### src/rtl/spi_tx.sv
// spi_tx: byte-wide SPI mode-0 transmitter, SCLK = clk/4 or clk/8.
// Define SPI_TX_LSB_FIRST_EN to shift bit 0 first instead of bit 7.
module spi_tx #(
   parameter int DATA_W = 8
) (
   input  logic              clk,
   input  logic              rst_n,
   input  logic              sclk_divider,
   input  logic              wr_en,
   input  logic [DATA_W-1:0] tx_wr_data,
   output logic              wr_done,
   input  logic              SPI_miso,
   output logic              SPI_mosi,
   output logic              SPI_sclk,
   output logic              SPI_csn
);

   localparam int BW = $clog2(DATA_W);

   typedef enum logic [1:0] {
      IDLE,
      SETUP,
      SHIFT,
      HOLD
   } state_t;

   state_t            state_q, state_d;
   logic [1:0]        cnt_q, cnt_d;
   logic [BW-1:0]     bit_q, bit_d;
   logic [DATA_W-1:0] sh_q, sh_d;
   logic              div_q, div_d;
   logic              sclk_q, sclk_d;
   logic              mosi_q, mosi_d;
   logic              csn_q, csn_d;
   logic              done_q, done_d;

   logic              half_end;
   logic              last_bit;
   logic              first_bit;
   logic              next_bit;
   logic [DATA_W-1:0] sh_next;
   logic              unused_miso;

   assign unused_miso = SPI_miso;

   assign half_end = (cnt_q == (div_q ? 2'd3 : 2'd1));
   assign last_bit = (bit_q == BW'(DATA_W - 1));

`ifdef SPI_TX_LSB_FIRST_EN
   assign first_bit = tx_wr_data[0];
   assign next_bit  = sh_q[1];
   assign sh_next   = sh_q >> 1;
`else
   assign first_bit = tx_wr_data[DATA_W-1];
   assign next_bit  = sh_q[DATA_W-2];
   assign sh_next   = sh_q << 1;
`endif

   // State and output registers; reset forces the idle line levels.
   always_ff @(posedge clk or negedge rst_n) begin
      if (!rst_n) begin
         state_q <= IDLE;
         cnt_q   <= '0;
         bit_q   <= '0;
         sh_q    <= '0;
         div_q   <= 1'b0;
         sclk_q  <= 1'b0;
         mosi_q  <= 1'b0;
         csn_q   <= 1'b1;
         done_q  <= 1'b0;
      end else begin
         state_q <= state_d;
         cnt_q   <= cnt_d;
         bit_q   <= bit_d;
         sh_q    <= sh_d;
         div_q   <= div_d;
         sclk_q  <= sclk_d;
         mosi_q  <= mosi_d;
         csn_q   <= csn_d;
         done_q  <= done_d;
      end
   end

   // Next-state logic: each phase lasts H clk cycles, counted by cnt.
   always_comb begin
      state_d = state_q;
      cnt_d   = cnt_q;
      bit_d   = bit_q;
      sh_d    = sh_q;
      div_d   = div_q;
      sclk_d  = sclk_q;
      mosi_d  = mosi_q;
      csn_d   = csn_q;
      done_d  = 1'b0;
      unique case (state_q)
         IDLE: begin
            if (wr_en) begin
               sh_d    = tx_wr_data;
               div_d   = sclk_divider;
               csn_d   = 1'b0;
               mosi_d  = first_bit;
               cnt_d   = '0;
               bit_d   = '0;
               state_d = SETUP;
            end
         end
         SETUP: begin
            if (half_end) begin
               cnt_d   = '0;
               sclk_d  = 1'b1;
               state_d = SHIFT;
            end else begin
               cnt_d = cnt_q + 2'd1;
            end
         end
         SHIFT: begin
            if (!half_end) begin
               cnt_d = cnt_q + 2'd1;
            end else begin
               cnt_d = '0;
               if (sclk_q) begin
                  // Falling edge: present the next bit, keep the last one.
                  sclk_d = 1'b0;
                  if (!last_bit) begin
                     sh_d   = sh_next;
                     mosi_d = next_bit;
                  end
               end else if (last_bit) begin
                  state_d = HOLD;
               end else begin
                  sclk_d = 1'b1;
                  bit_d  = bit_q + BW'(1);
               end
            end
         end
         HOLD: begin
            if (half_end) begin
               cnt_d   = '0;
               csn_d   = 1'b1;
               mosi_d  = 1'b0;
               done_d  = 1'b1;
               state_d = IDLE;
            end else begin
               cnt_d = cnt_q + 2'd1;
            end
         end
         default: state_d = IDLE;
      endcase
   end

   assign wr_done  = done_q;
   assign SPI_mosi = mosi_q;
   assign SPI_sclk = sclk_q;
   assign SPI_csn  = csn_q;

endmodule

### config.mk
export PLATFORM = sky130hd
export DESIGN_NAME = spi_tx
export DESIGN_NICKNAME = d
export VERILOG_FILES = /design/src/rtl/spi_tx.sv
export SDC_FILE = /design/constraint.sdc
export NUM_CORES = 1
export LEC_CHECK = 0
export BUFFER_PORTS_ARGS = -buffer_cell sky130_fd_sc_hd__buf_2
export CELL_PAD_IN_SITES_DETAIL_PLACEMENT = 0
export CELL_PAD_IN_SITES_GLOBAL_PLACEMENT = 1
export CORE_AREA = 2 2 55 57
export CTS_BUF_LIST = sky130_fd_sc_hd__clkbuf_2
export CTS_CLUSTER_SIZE = 25
export DETAILED_ROUTE_END_ITERATION = 6
export DIE_AREA = 0 0 57 59
export HOLD_SLACK_MARGIN = 0.03
export PLACE_DENSITY = 0.77
export SLEW_MARGIN = 40
export SYNTH_ARGS = -nofsm -noshare
export SYNTH_HDL_FRONTEND = slang
export SYNTH_SLANG_ARGS = --single-unit
### constraint.sdc
create_clock -name clk -period 2.8 [get_ports clk]
set_clock_uncertainty 0.05 [all_clocks]
set_input_delay 0.14 -clock clk [delete_from_list [all_inputs] [get_ports clk]]
set_output_delay 0.14 -clock clk [all_outputs]
set_load 0.02 [all_outputs]
==> impl_results.md <==
- Nets: 161
- Synth Instances: 114
- Hold Crit Class: in2reg
- DIE AREA: 0.00336 mm²
- IO Pins: 17
- Later-pin clock latency in the skew report: 310 ps
- Vias: 911
- DRT antenna net count: 0
- Slew HR: 62.0%
- Setup repair after global routing missed its margin: false
- Min Clock Period, post-route: 2280 ps
- Final Max Tran Viols: 0
- Rows: 19
- Synthesis-stage register bit count: 19
- Root Buffer: clkbuf_2
- Remaining global-route overflow: 0
- Peak supply drop: 0.526 mV
- Post-synthesis average cell area: 10.3 µm²
- Yosys cell types: 37
- CTS tree: done
- Largest net degree at the start of global routing: 20
- Area of the multi-input gates: 657 µm²
- Setup tns final: 0 ps
- Post-CTS resize count: 0
- H-tree depth: 1
- Pre-antenna DRT Iters: 4
- Setup CP Type: reg2reg
- Maximum clock rate: 438 MHz
- Num CTS Buffers: 3
- Dominant cells by area after synthesis: dfrtp_1, ha_1, nand2_1
- CP endpoint kind: register
- DRC: 0
- Area share of the largest cell type after synthesis: 38.3%
- Cell taking the most area after synthesis: dfrtp_1
- Iteration-0 DRC Markers: 36
- Synthesized Nets: 136
- Die width: 57 µm
- Post-layout util: 50.5%
- PD cells: 1130 mW/mm²
- Hold-fix buffers, CTS: 6
- Vias per cell: 5.39
- Placeable Area: 0.00271 mm²
- Reg area: 477 µm²
- # clock sinks: 19
- Final HPWL DP: 1.72 mm
- First-pass GRT wire length: 4.02 mm
- Drt wl/cell: 13.4 µm
- Worst slew pin tran: 559 ps
- Final period util: 81.5%
- Mapped Area: 0.00118 mm²
- Vias in the first global route: 894
- Bufs on Longest Clock Path: 2
- Power Total: 1.55 mW
- Final setup viols: 0
- Post-CTS Setup Bufs: 0
- Clk slew on worst S/H paths: 200 ps
- Routed wire length: 2.26 mm
- Slowest-stage cell, CP: mux2i_2
- Initial antenna violation count: 0
- Die height: 59 µm
- IO Port Bufs: 15
- Commonest cells after routing, fill and taps aside: dfrtp_1, buf_2, nand2_1, nor2_1, ha_1
- Crit path max-delay family: multiplexers
- Post-Place Cells: 159
- Crit path DAT: 2430 ps
- Status: finished, final reports clean
- Number of max-cap violations: 0
- Synth-to-Final Area Change: 16.4%
- CP max stage delay: 560 ps
- Bufs and invs on worst path: 1
- YS warnings: 0
- Starting Density: 43.4%
- Layout cells sized above 1: 23.9%
- CP max FO: 10
- Req. time, crit path: 2940 ps
- Commonest non-fill, non-tap cell in the layout: dfrtp_1
- WHS: 139 ps
- Leak: 0.638 nW
- Fin cells: 169
- Total GRT Usage: 15.0%
- GP Congestion: 0.775
- Seq/Total Area, Yosys: 40.5%
- Diode count: 0
- Cell Chain, Critical Path: inv_1 > ha_1 > mux2i_2 > nand3b_4 > mux2_1
- Hold Violations, Final: 0
- Worst Setup Start Kind: register
- Fillers: 271
-- layout make-up --
| type | count | share of cell area [%] |
|---|---|---|
| clock buffers | 4 | 1.46 |
| inverters | 9 | 2.47 |
| multi-input cells | 84 | 48.0 |
| repair buffers | 22 | 10.4 |
| flip-flops and latches | 19 | 34.8 |
| well taps | 31 | 2.83 |
-- power breakdown --
group | switching, mW | internal, mW
sequential | 0.109 | 0.403
clock | 0.0845 | 0.0379
combinational | 0.509 | 0.402
total | 0.703 | 0.843
-- worst register-to-register path, delay by kind of cell, from the launching register on --
kind | cells | cell delay [ps]
AND/OR/NAND/NOR | 1 | 280
buffers and inverters | 1 | 160
multiplexers | 2 | 890
adder cells (fa/ha/maj) | 1 | 330
flip-flops | 1 | 460
-- final timing paths --
path / cells after the start / start / end / slack (ps)
setup reg to reg: 5 / state_q[0] / bit_q[0] / 520
hold / removal: 4 / tx_wr_data[7] / SPI_mosi / 140
hold reg to reg: 1 / SPI_mosi / SPI_mosi / 460
min in group asynchronous: 2 / rst_n / state_q[1] / 220
max in group asynchronous: 2 / rst_n / SPI_csn / 2150
setup / recovery: 5 / state_q[0] / bit_q[0] / 520
-- through the flow --
stage	setup slack (ps)	area [µm²]
2_1_floorplan	860	1180
3_3_place_gp	589	1290
3_5_place_dp	592	1290
4_1_cts	550	1370
5_1_grt	378	1370
6_report	518	1370
-- cells by family after synthesis --
| family | after synthesis | share of synthesized area [%] |
|---|---|---|
| muxes | 11 | 10.2 |
| AOI/OAI and AO/OA | 25 | 17.6 |
| DFF | 19 | 40.5 |
| xor gates and xnor gates | 2 | 2.13 |
| adders and majority gates | 9 | 9.57 |
| buffers and inverters | 11 | 3.62 |
| and+or+nand+nor | 37 | 16.4 |
-- per-layer routing --
metal,GRT usage (%),vias to the layer above,share of wire (%)
met5,0,-,0
met2,25.6,13,48
met4,4.98,0,0.57
li1,-,456,-
met3,1.97,2,2.6
met1,20.0,440,49
-- synth_stat cells --
| cell | n |
|---|---|
| a21o_1 | 1 |
| a21oi_1 | 1 |
| a221oi_2 | 1 |
| a22o_1 | 1 |
| a22oi_1 | 4 |
| a2bb2oi_1 | 1 |
| a31o_2 | 1 |
| a31oi_1 | 2 |
| and2b_4 | 1 |
| buf_2 | 1 |
| clkbuf_1 | 1 |
| dfrtp_1 | 18 |
| dfstp_2 | 1 |
| ha_1 | 9 |
| inv_1 | 8 |
| inv_2 | 1 |
| mux2_1 | 3 |
| mux2_2 | 2 |
| mux2i_1 | 5 |
| mux2i_2 | 1 |
| nand2_1 | 14 |
| nand2b_1 | 1 |
| nand3_1 | 4 |
| nand3b_4 | 1 |
| nor2_1 | 9 |
| nor2b_1 | 2 |
| nor3_1 | 3 |
| nor3_2 | 1 |
| nor4_2 | 1 |
| o2111ai_1 | 1 |
| o211ai_1 | 5 |
| o21ai_0 | 3 |
| o21ba_1 | 1 |
| o22a_1 | 2 |
| o31ai_4 | 1 |
| xnor2_1 | 1 |
| xor2_2 | 1 |
-- flip-flops by register name, indices dropped and copies added, names as in the netlist --
register  count
sh_q          7
SPI_csn       1
SPI_sclk      1
SPI_mosi      1
bit_q         3
wr_done       1
state_q       2
cnt_q         2
div_q         1
(Power assumes the default switching activity.)
